## src/rtl/sar_pkg.sv

```systemverilog
// Shared types and limits for the SAR ADC controller.
// Holds the FSM state encoding, parameter limits and a counter width helper.
package sar_pkg;

    typedef enum logic [1:0] {
        IDLE,
        SAMPLE,
        CONVERT,
        DONE
    } sar_state_t;

    localparam int N_BITS_MIN     = 2;
    localparam int N_BITS_MAX     = 12;
    localparam int SAMPLE_CYC_MIN = 1;
    localparam int SAMPLE_CYC_MAX = 15;

    // Wide enough for SAMPLE_CYC_MAX - 1
    localparam int SAMPLE_CNT_W = 4;

    // Width of a bit-index counter covering 0..n-1
    function automatic int idx_width(input int n);
        return (n <= 2) ? 1 : $clog2(n);
    endfunction

endpackage

```

## src/rtl/sar_ctrl.sv

```systemverilog
// Successive-approximation controller: sample, binary search, publish code.
// Ports: clk, rst_n (async low), en_i, cmp_i in; sample_o, dac_o,
//        busy_o, data_o, valid_o out (all registered).
module sar_ctrl
    import sar_pkg::*;
#(
    parameter int N_BITS     = 8,
    parameter int SAMPLE_CYC = 2
) (
    input  logic              clk,
    input  logic              rst_n,
    input  logic              en_i,
    input  logic              cmp_i,
    output logic              sample_o,
    output logic [N_BITS-1:0] dac_o,
    output logic              busy_o,
    output logic [N_BITS-1:0] data_o,
    output logic              valid_o
);

    localparam int IW = idx_width(N_BITS);
    localparam int CW = SAMPLE_CNT_W;

    localparam logic [IW-1:0]     IDX_MSB  = IW'(N_BITS - 1);
    localparam logic [CW-1:0]     CNT_LOAD = CW'(SAMPLE_CYC - 1);
    localparam logic [N_BITS-1:0] ONE      = N_BITS'(1);
    localparam logic [N_BITS-1:0] MSB_MASK = ONE << (N_BITS - 1);

    if (N_BITS < N_BITS_MIN || N_BITS > N_BITS_MAX ||
        SAMPLE_CYC < SAMPLE_CYC_MIN ||
        SAMPLE_CYC > SAMPLE_CYC_MAX) begin : g_param_check
        $error("sar_ctrl: N_BITS or SAMPLE_CYC out of range");
    end

    sar_state_t        state;
    logic [CW-1:0]     cnt;
    logic [IW-1:0]     idx;
    logic [N_BITS-1:0] code;

    logic              start;
    logic [IW-1:0]     idx_dn;
    logic [N_BITS-1:0] code_res;
    logic [N_BITS-1:0] dac_next;

    // A new conversion may only begin from IDLE or straight out of DONE.
    // Bits at and below idx are still 0, so OR-ing in the decision is exact.
    always_comb begin
        start    = en_i && (state == IDLE || state == DONE);
        idx_dn   = idx - 1'b1;
        code_res = code | (cmp_i ? (ONE << idx) : '0);
        dac_next = code_res | (ONE << idx_dn);
    end

    always_ff @(posedge clk or negedge rst_n) begin
        if (!rst_n) begin
            state    <= IDLE;
            cnt      <= '0;
            idx      <= '0;
            code     <= '0;
            sample_o <= 1'b0;
            dac_o    <= '0;
            busy_o   <= 1'b0;
            data_o   <= '0;
            valid_o  <= 1'b0;
        end else begin
            valid_o <= 1'b0;
            if (start) begin
                // First trial code is presented already while sampling
                state    <= SAMPLE;
                cnt      <= CNT_LOAD;
                idx      <= IDX_MSB;
                code     <= '0;
                sample_o <= 1'b1;
                dac_o    <= MSB_MASK;
                busy_o   <= 1'b1;
            end else begin
                case (state)
                    IDLE: begin
                        sample_o <= 1'b0;
                        dac_o    <= '0;
                        busy_o   <= 1'b0;
                    end
                    SAMPLE: begin
                        if (cnt == '0) begin
                            state    <= CONVERT;
                            sample_o <= 1'b0;
                        end else begin
                            cnt <= cnt - 1'b1;
                        end
                    end
                    CONVERT: begin
                        code <= code_res;
                        if (idx == '0) begin
                            state   <= DONE;
                            data_o  <= code_res;
                            valid_o <= 1'b1;
                            dac_o   <= code_res;
                        end else begin
                            idx   <= idx_dn;
                            dac_o <= dac_next;
                        end
                    end
                    DONE: begin
                        state  <= IDLE;
                        dac_o  <= '0;
                        busy_o <= 1'b0;
                    end
                    default: begin
                        state <= IDLE;
                    end
                endcase
            end
        end
    end

endmodule

```

## config.mk

```make
export PLATFORM = sky130hd
export DESIGN_NAME = sar_ctrl
export DESIGN_NICKNAME = d
export VERILOG_FILES = /design/src/rtl/sar_pkg.sv /design/src/rtl/sar_ctrl.sv
export SDC_FILE = /design/constraint.sdc
export NUM_CORES = 1
export LEC_CHECK = 0
export BUFFER_PORTS_ARGS = -buffer_cell sky130_fd_sc_hd__buf_2
export CORE_MARGIN = 5
export CORE_UTILIZATION = 60
export DETAILED_ROUTE_END_ITERATION = 10
export GPL_ROUTABILITY_DRIVEN = 1
export PLACE_DENSITY = 0.82
export SYNTH_ARGS = -nofsm -noshare
export SYNTH_HDL_FRONTEND = slang
export SYNTH_SLANG_ARGS = --single-unit
```

## constraint.sdc

```tcl
create_clock -name clk -period 3.69 [get_ports clk]
set_clock_uncertainty 0.1 [all_clocks]
set_input_delay 0.1845 -clock clk [delete_from_list [all_inputs] [get_ports clk]]
set_output_delay 0.1845 -clock clk [all_outputs]
set_load 0.005 [all_outputs]
```

* Word-level counts from Yosys, hierarchy flattened
Index checks and enable logic that the tools add are counted.
Storage, ports and cells: register bits after elaboration 36, input bits 4, output and inout bits 19, word-level logic and storage cells 64
Operators by class: add/subtract/negate cells 2, equality and inequality tests 7, shift operators 2, multiplexer cells 24, bitwise gates (word level) 3, reduce and logical (&&, ||, !) cells 17
Operator list (number):
- two-way mux 8 bit | 5
- OR 8 bit | 2
- one-hot mux 8 bit (2 select lines) | 1
- left shift 1 x 3 -> 8 bit, first input constant | 2
- two-way mux 4 bit | 3
- two-way mux 3 bit | 3
- two-way mux 1 bit | 7
- two-way mux 2 bit | 3
- inequality test 3 bit, second input constant | 2
- one-hot mux 2 bit (3 select lines) | 1
- AND reduction 2 bit | 3
- AND reduction 3 bit | 2
- nonzero test 2 bit | 3
- nonzero test 3 bit | 2
- == test 2 bit, second input constant | 2
- logical NOT 4 bit | 1
- inequality test 2 bit, second input constant | 2
- nonzero test 4 bit | 1
- subtractor 4 x 1 -> 4 bit, second input constant | 1
- logical NOT 3 bit | 1
- subtractor 3 x 1 -> 3 bit, second input constant | 1
- == test 2 x 1 -> 1 bit, second input constant | 1
- logical NOT 2 bit | 1
- one-hot mux 1 bit (2 select lines) | 1
- 4 further kinds | 4

* Longest topological paths before layout
Gate-level depths: netlist of the first run.
depth after elaboration 7, mapped depth 8, gate-level depth less buffers 6

* Worst setup path after synthesis of the first run
Ideal clock, no wire load.
path kind flip-flop to flip-flop, start reg state[0], end reg data_o[4], library setup time 125 ps, arrival time 1605 ps, data required time 3465 ps, path slack 1861 ps, cell stages (with the launch flop) 7, path buffers 1, cells stage by stage dfrtp_1 -> inv_1 -> ha_1 -> buf_2 -> nor2b_2 -> nor3b_4 -> mux2_2
On the way: word-level cells in the longest chain between the ends 5
Ends and longest elaborated chain:
- from (decl) | RTL line sar_ctrl.sv:35 | sar_state_t state;
- from (signal assigned) | RTL line sar_ctrl.sv:56 | state <= IDLE;
- from (signal assigned) | RTL line sar_ctrl.sv:69 | state <= SAMPLE;
- from (signal assigned) | RTL line sar_ctrl.sv:85 | state <= CONVERT;
- == test 2 bit or logical NOT 2 bit (tied branches) | RTL line sar_ctrl.sv:48 | start = en_i && (state == IDLE || state == DONE);
- logical OR 1 bit | RTL line sar_ctrl.sv:48
- logical AND 1 bit | RTL line sar_ctrl.sv:48
- NOT 1 bit (no source line)
- AND reduction 3 bit (no source line) (*)
- to (signal assigned) | RTL line sar_ctrl.sv:95 | data_o <= code_res;
- to (decl) | RTL line sar_ctrl.sv:17 | output logic [N_BITS-1:0] data_o,
Mark *: on every way between the ends. The rest lies on a longest branch, timed or not. A chain may end at the register's enable or synchronous reset.

* Worst setup path in the final report of the first run
start reg state[1], end reg data_o[6]
The elaborated chain is that of the path after synthesis.

==> results of run 1 <==
Yosys cell counts, drive strengths merged (2+ instances only):
cell type and n:
o31ai 2, ha 13, a21o 4, inv 8, o21ai 10, buf 4, clkbuf 3, a41oi 3
nand2 17, xnor2 2, nand2b 5, or3b 2, dfrtp 36, mux2 2, o211ai 3, a31oi 6
a31o 2, nor3 3, nor2 18, nor3b 2, a21oi 19, nor2b 2
sequential cells by signal, summed over array words and instances (netlist names):
signal,flops
code,8
valid_o,1
busy_o,1
idx,3
sample_o,1
data_o,8
dac_o,8
state,2
cnt,4
routing by layer:
layer / part of all wire (%) / vias up
li1: - / 656
met1: 45 / 680
met2: 48 / 44
met3: 4.6 / 7
met4: 1.9 / 0
met5: 0 / -
cell families after synthesis:
family	Yosys count	share of synthesized area [%]
mux	2	1.26
xor+xnor	2	0.980
simple gates	52	14.6
compound gates	54	19.9
buf+inv	15	3.78
flops	36	50.4
fa+ha+maj	13	9.10
final cells by class:
cell class	count	area share, %
Clock buffer	5	1.89
Timing Repair Buffer	23	6.04
Sequential cell	36	45.3
Inverter	8	1.51
Multi-Input combinational cell	123	41.2
Clock inverter	3	2.14
Tap cell	31	1.95
report_power, final:
group | switching (mW) | internal (mW) | total, mW | leakage (nW)
Sequential | 0.0899 | 0.510 | 0.600 | 0.472
Clock | 0.137 | 0.141 | 0.278 | 0.0412
Combinational | 0.424 | 0.282 | 0.706 | 0.494
critical path, delay by kind of cell (launching register included):
family / cells / cell delay [ns]
and+or+nand+nor: 2 / 0.77
muxes: 1 / 0.42
adders and majority gates: 1 / 0.45
DFF: 1 / 0.41
buffers and inverters: 1 / 0.11
through the flow:
| stage | utilization, % | cell area, um^2 | setup slack, ns |
|---|---|---|---|
| after floorplan | - | 1790 | 1.86 |
| after global placement | 67.7 | 1900 | 1.48 |
| after detailed placement | 67.7 | 1900 | 1.35 |
| after CTS | 70.9 | 1990 | 1.34 |
| after global routing | 70.9 | 1990 | 1.22 |
| final | 70.9 | 1990 | 1.33 |
cell usage in the layout (no fill, tap or decap), types with 3 or more instances in the layout:
cell type  Yosys  routed
ha_1          13      13
clkbuf_4       0       5
a21o_1         4       4
dfrtp_1       36      36
a21oi_2        3       3
nor3_1         3       3
nand2_1       17      17
o21ai_0        8       8
a41oi_1        3       3
nand2b_1       4       4
a21oi_1       16      16
inv_1          8       8
a31oi_1        6       6
buf_2          3      22
o211ai_1       3       3
nor2_1        18      18
path summary, 6_finish.rpt:
check / endpoint / depth (start not counted) / slack (ns) / start
worst max-delay path: data_o[6] / 5 / 1.33 / state[1]
worst min-delay path: dac_o[7] / 3 / 0.07 / en_i
worst max register to register: data_o[6] / 5 / 1.33 / state[1]
worst min register to register: dac_o[1] / 1 / 0.39 / dac_o[1]
max in group asynchronous: state[0] / 2 / 2.64 / rst_n
min in group asynchronous: data_o[3] / 2 / 0.34 / rst_n
repair_timing:
| item | CTS | global route |
|---|---|---|
| hold endpoints to repair | 36 | 0 |
| hold buffers | 1 | 0 |
| setup endpoints to repair | 0 | 0 |
==> reports/metrics.yaml, run 1 <==
clock_network:
  clockBufferDepth: 2
  cts.sink_count: 36
  cts_buffers: 5
  cts-htree-levels: 2
  postCtsSetupRepairBufs: 0
  insertion_delay_ns: 0.34
  cts-resized-gates: 0
  cts_tree: "done"
  cts_root_buf: "clkbuf_4"
  cts.clk_slew.worst_paths_ns: 0.12
global_routing:
  grt_max_degree: 37
  gr-total-overflow: 0
  grt_pass1_wl_um: 6720
  grt_pass1_vias: 1409
  met2_usage_pct: 34.7
  antenna_found_initial: 0
  grtUsageMet1_pct: 27.0
  grt_usage_pct: 21.0
  grtUsageMet3_pct: 5.87
  busiest_layer: "met2"
setup_path:
  startpoint_type: "flip-flop"
  required_ns: 3.83
  path_cells: "inv_1 -> ha_1 -> nor2b_2 -> nor3b_4 -> mux2_2"
  path_max_fanout: 16
  crit_slowest_cell: "nor3b_4"
  path_class: "reg -> reg"
  end_kind: "flip-flop"
  arrival_ns: 2.50
  cpPeakStageDelay_ns: 0.59
die:
  initial_core_util_pct: 63.7
  fp-row-count: 19
  ioPinCount: 23
  die_h_um: 64.6
  dieArea_um2: 4170
  die_x_um: 64.6
  core_area_um2: 2810
route:
  final_antenna_net_count: 0
  wl_per_cell_um: 16.4
  vias: 1387
  vias_per_cell: 6.06
  drt_pre_antenna_iters: 4
  wl_um: 3750
  drc: 0
  drt_iter0_markers: 84
synth:
  synthesis.nets: 191
  synth_edf_count: 0
  synthTopCellsByArea: "dfrtp_1, ha_1, a21oi_1, nor2_1, nand2_1"
  ys_seq_area_share_pct: 50.4
  synth.distinct_cells: 37
  syn_avg_cell_area_um2: 10.3
  ys_warn_count: 0
  ys.flop_type: "dfrtp_1"
  synthArstFlopShare_pct: 100
  syn_area_um2: 1790
  syn_inst: 174
  ys_ff_latch: 36
  yosysTopAreaCell: "dfrtp_1"
  synth_top_area_share_pct: 50.4
pwr:
  peakVddDrop_mv: 0.545
  powerDensity_nw_per_um2: 796
  leakage_nw: 1.01
  power.total_mw: 1.58
place:
  dp_hpwl_um: 2810
  port-buffer-count: 22
  routabilityCongestion: 0.842
  dp_cells: 220
timing:
  hold_viol: 0
  min_period_ns: 2.36
  rsz0062_at_grt: "false"
  timing.hold.ws_ns: 0.0676
  maxSlewViolCount: 0
  final-setup-viol-count: 0
  max_freq_mhz: 425
  min_period_over_period_pct: 63.8
  tns_ns: 0
  tightest_slew_ns: 0.780
  worst_slew_margin_rel_pct: 48.0
run:
  max_cap_viol_count: 0
min_path:
  hold_path_class: "in -> reg"
layout:
  regArea_um2: 901
  diodes: 0
  layout-drive-gt1-share_pct: 22.2
  fillers: 209
  syn_to_final_growth_pct: 11.3
  layout.nets: 214
  final_cells: 229
  multi_input_area_um2: 820
outcome:
  status: "complete, no violations"
Power figures use the tool's default switching activity.
==> inputs of run 2 (changes only) <==
--- a/config.mk
+++ b/config.mk
@@ -7,10 +7,10 @@
 export LEC_CHECK = 0
 export BUFFER_PORTS_ARGS = -buffer_cell sky130_fd_sc_hd__buf_2
 export CORE_MARGIN = 5
-export CORE_UTILIZATION = 60
+export CORE_UTILIZATION = 51
 export DETAILED_ROUTE_END_ITERATION = 10
 export GPL_ROUTABILITY_DRIVEN = 1
-export PLACE_DENSITY = 0.82
+export PLACE_DENSITY = 0.74
 export SYNTH_ARGS = -nofsm -noshare
 export SYNTH_HDL_FRONTEND = slang
 export SYNTH_SLANG_ARGS = --single-unit
==> constraint.sdc (replaced) <==
create_clock -name clk -period 1.9 [get_ports clk]
set_clock_uncertainty 0.1 [all_clocks]
set_input_delay 0.095 -clock clk [delete_from_list [all_inputs] [get_ports clk]]
set_output_delay 0.095 -clock clk [all_outputs]
set_load 0.005 [all_outputs]
==> reports/metrics.yaml, run 2 (synthesized netlist as in run 1, its figures left out) <==
outcome:
  status: "complete, no violations"
clock_network:
  cts.clk_slew.worst_paths_ns: 0.10
  cts_buffers: 5
  insertion_delay_ns: 0.34
  cts-htree-levels: 2
  cts.sink_count: 36
  cts_tree: "done"
  clockBufferDepth: 2
  cts_root_buf: "clkbuf_4"
setup_path:
  endpoint: "dac_o[5]"
  required_ns: 2.07
  r2r-end: "dac_o[5]"
  end_kind: "flip-flop"
  startpoint: "idx[0]"
  arrival_ns: 1.97
  path_max_fanout: 6
  path_class: "reg -> reg"
  startpoint_type: "flip-flop"
  r2r_setup_slack_ns: 0.1
  ff2ff_path_depth: 6
  r2r_start: "idx[0]"
layout:
  fin_util_pct: 61.5
  syn_to_final_growth_pct: 15.7
  layout-drive-gt1-share_pct: 25.4
  final_area_um2: 2070
  final_cells: 251
  diodes: 0
  reg_top3: "code x8, dac_o x8, data_o x8"
  layout_commonest_cell: "dfrtp_1"
  layout.nets: 221
  most-common-layout-cells: "dfrtp_1, buf_2, nor2_1, nand2_1, a21oi_1"
  fillers: 312
timing:
  final-setup-viol-count: 0
  min_period_over_period_pct: 94.9
  min_period_ns: 1.80
  fin_ws_ns: 0.0966
  maxSlewViolCount: 0
  tns_ns: 0
  max_freq_mhz: 554
  worst_slew_margin_rel_pct: 47.4
  tightest_slew_ns: 0.789
  timing.hold.ws_ns: 0.0357
  hold_viol: 0
  rsz0062_at_grt: "true"
route:
  drt_iter0_markers: 65
  vias: 1357
  wl_um: 3760
  vias_per_cell: 5.41
  drc: 0
  wl_per_cell_um: 15.0
  drt_pre_antenna_iters: 4
  final_antenna_net_count: 0
global_routing:
  grt_usage_pct: 16.8
  gr-total-overflow: 0
  grt_max_degree: 37
  grt_pass1_wl_um: 6380
  antenna_found_initial: 0
  grt_pass1_vias: 1415
place:
  dp_hpwl_um: 2700
  dp_cells: 241
  port-buffer-count: 22
  placed_area_um2: 1960
  dp_slack_ns: 0.0342
  routabilityCongestion: 0.825
die:
  fp-row-count: 21
  core_area_um2: 3360
  initial_core_util_pct: 53.2
  die_x_um: 69.2
  die_h_um: 69.2
  dieArea_um2: 4790
  ioPinCount: 23
pwr:
  leakage_nw: 1.04
  powerDensity_nw_per_um2: 1520
  power.total_mw: 3.15
  peakVddDrop_mv: 0.944
run:
  max_cap_viol_count: 0
min_path:
  hold_path_class: "in -> reg"
-- run 2: final cells by class --
| type | instances | area, um^2 | share of cell area, % |
|---|---|---|---|
| Sequential cell | 36 | 902 | 43.6 |
| Multi-Input combinational cell | 123 | 825 | 39.8 |
| Timing Repair Buffer | 30 | 179 | 8.65 |
| Tap cell | 46 | 57.6 | 2.78 |
| Clock buffer | 6 | 41.3 | 2.00 |
| Clock inverter | 2 | 35.0 | 1.69 |
| Inverter | 8 | 30.0 | 1.45 |
-- run 2: power breakdown --
| part | internal, mW | switching (mW) |
|---|---|---|
| Sequential | 0.993 | 0.152 |
| Clock | 0.276 | 0.251 |
| Combinational | 0.617 | 0.862 |
-- run 2: timing repair --
item                       4_1_cts  5_1_grt
resized for setup                0        4
hold endpoints to repair        37        0
setup buffers                    0        0
setup endpoints to repair        0       14
hold buffers                     2        0
-- run 2: critical path: stages, from the launching register on --
cell	delay, ns
dfrtp_1	0.43
inv_1	0.15
ha_2	0.26
or3b_1	0.39
o21ai_2	0.11
a21boi_0	0.12
o21ai_0	0.16
-- run 2: how the worst min path moves through the flow --
stage,from,endpoint,slack (ns),cells past startpoint
2_1_floorplan,rst_n,busy_o,-0.30,0
3_3_place_gp,rst_n,valid_o,0.11,1
3_5_place_dp,rst_n,data_o[7],0.12,1
4_1_cts,cmp_i,code[0],0.02,2
5_1_grt,cmp_i,code[0],0.05,2
6_report,cmp_i,code[0],0.04,2
-- run 2: per-layer routing --
layer	up-vias	global-route usage [%]	routed length (um)
li1	663	-	-
met1	663	18.0	1620
met2	24	29.1	1900
met3	7	5.65	153
met4	0	8.89	83
met5	-	0	0
==> inputs of run 3 (changes only) <==
--- a/config.mk
+++ b/config.mk
@@ -5,6 +5,7 @@
 export SDC_FILE = /design/constraint.sdc
 export NUM_CORES = 1
 export LEC_CHECK = 0
+export ABC_AREA = 1
 export BUFFER_PORTS_ARGS = -buffer_cell sky130_fd_sc_hd__buf_2
 export CORE_MARGIN = 5
 export CORE_UTILIZATION = 51
==> reports/metrics.yaml, run 3 <==
global_routing:
  grt_pass1_wl_um: 6100
  busiest_layer: "met2"
  grtUsageMet1_pct: 21.2
  met2_usage_pct: 23.6
  grt_max_degree: 37
  grt_usage_pct: 15.4
  grt_pass1_vias: 1331
  gr-total-overflow: 0
  grtUsageMet3_pct: 3.98
  antenna_found_initial: 0
layout:
  diodes: 0
  reg_top3: "code x8, dac_o x8, data_o x8"
  layout_commonest_cell: "nand2_1"
  fin_util_pct: 59.8
  layout.nets: 265
  syn_to_final_growth_pct: 15.3
  most-common-layout-cells: "nand2_1, dfrtp_1, inv_1, buf_2, o21ai_0"
  layout-drive-gt1-share_pct: 17.7
route:
  vias_per_cell: 4.75
  drt_iter0_markers: 57
  final_antenna_net_count: 0
  drc: 0
  wl_um: 3580
  drt_pre_antenna_iters: 4
  vias: 1411
  wl_per_cell_um: 12.0
place:
  port-buffer-count: 22
  dp_hpwl_um: 2600
  routabilityCongestion: 0.871
setup_path:
  path_max_fanout: 20
  startpoint_type: "flip-flop"
  required_ns: 1.97
  path_class: "reg -> reg"
  arrival_ns: 1.78
  end_kind: "flip-flop"
synth:
  syn_inst: 220
  yosysTopAreaCell: "dfrtp_1"
  synthesis.nets: 237
  synthArstFlopShare_pct: 100
  synth_top_area_share_pct: 47.8
  synthTopCellsByCount: "nand2_1, dfrtp_1, inv_1"
  syn_area_um2: 1880
  synth.distinct_cells: 27
  ys_seq_area_share_pct: 47.8
  syn_avg_cell_area_um2: 8.57
  ys_ff_latch: 36
  synth_edf_count: 0
  ys_warn_count: 0
  synthTopCellsByArea: "dfrtp_1, nand2_1, ha_1, inv_1, o21ai_0"
  ys.flop_type: "dfrtp_1"
  yosysMostFrequentCell: "nand2_1"
die:
  die_x_um: 70.8
  fp-row-count: 22
  ioPinCount: 23
  dieArea_um2: 5010
  core_area_um2: 3630
  initial_core_util_pct: 51.9
  die_h_um: 70.8
pwr:
  powerDensity_nw_per_um2: 1730
  leakage_nw: 1.20
  peakVddDrop_mv: 0.740
min_path:
  hold_path_class: "in -> reg"
timing:
  rsz0062_at_grt: "false"
  worst_slew_margin_rel_pct: 47.2
  max_freq_mhz: 585
  min_period_over_period_pct: 90.0
  tightest_slew_ns: 0.792
  tns_ns: 0
  maxSlewViolCount: 0
  min_period_ns: 1.71
  hold_viol: 0
  final-setup-viol-count: 0
clock_network:
  clockBufferDepth: 2
  cts_root_buf: "clkbuf_8"
  cts.clk_slew.worst_paths_ns: 0.07
  cts_tree: "done"
  cts-htree-levels: 2
  cts.sink_count: 36
  insertion_delay_ns: 0.29
  cts_buffers: 5
run:
  max_cap_viol_count: 0
outcome:
  status: "complete, no violations"
run 3: changes by cell type after synthesis, sizes merged, moves of 12 or more:
cell,change
inv,+25
o21ai,+12
nand3,+13
a21oi,-19
nand2,+51
run 3: final timing paths:
kind,startpoint,to,slack [ns],depth (start not counted)
worst max register to register,state[1],data_o[0],0.19,7
worst min register to register,dac_o[4],dac_o[4],0.37,2
max in group asynchronous,rst_n,dac_o[5],0.87,2
worst max-delay path,state[1],data_o[0],0.19,7
min in group asynchronous,rst_n,cnt[3],0.33,2
worst min-delay path,en_i,busy_o,0.08,3
run 3: routing by layer:
metal | share of wire (%) | vias up
met5 | 0 | -
li1 | - | 751
met1 | 49 | 632
met4 | 1.6 | 0
met2 | 45 | 23
met3 | 4.2 | 5
run 3: kinds of logic (layout without fill, tap and decap cells):
logic type               after synthesis  count (layout)  synth area share [%]
AND/OR/NAND/NOR                       99              99                  23.2
buffers and inverters                 38              67                  9.03
flip-flops                            36              36                  47.8
AO/OA/AOI/OAI                         32              32                  9.96
adder cells (fa/ha/maj)               13              13                  8.63
XOR/XNOR                               2               2                  1.33
run 3: layout make-up:
class / instances / area (um^2)
fillers: 338 / 1460
flip-flops and latches: 36 / 901
multi-input cells: 146 / 818
repair buffers: 26 / 143
inverters: 33 / 124
clock buffers: 7 / 96.3
well taps: 48 / 60.1
clock inverters: 1 / 30.0
run 3: timing repair:
action / in CTS / in global routing
resized for setup: 0 / 1
setup endpoints to repair: 0 / 16
endpoints found under the hold margin: 36 / 0
setup buffers: 0 / 0
hold buffers: 1 / 0
run 3: critical path, stage by stage, from the launching register on:
cell and delay (ns):
dfrtp_1 0.40, inv_1 0.09, ha_1 0.31, inv_1 0.09
nand2_4 0.20, nand3_4 0.21, nand2_1 0.12, o21ai_1 0.07
run 3: metrics by stage:
stage | power, mW | cells | hold WS, ns | area, um^2 | setup slack (ns)
floorplan | 2.54 | 220 | -0.301 | 1880 | 0.328
global placement | 2.99 | 288 | 0.123 | 2030 | 0.141
detailed placement | 3.02 | 288 | 0.129 | 2030 | 0.0970
CTS | 3.77 | 297 | 0.140 | 2170 | 0.0695
global route | 4.12 | 297 | 0.109 | 2170 | 0.0316
finish | 3.75 | 297 | 0.0818 | 2170 | 0.190
run 3: where the power goes:
| part | leakage [nW] | switching (mW) | total (mW) | internal, mW |
|---|---|---|---|---|
| clock network | 0.0645 | 0.266 | 0.728 | 0.463 |
| registers | 0.462 | 0.194 | 1.25 | 1.05 |
| logic | 0.671 | 1.09 | 1.77 | 0.680 |
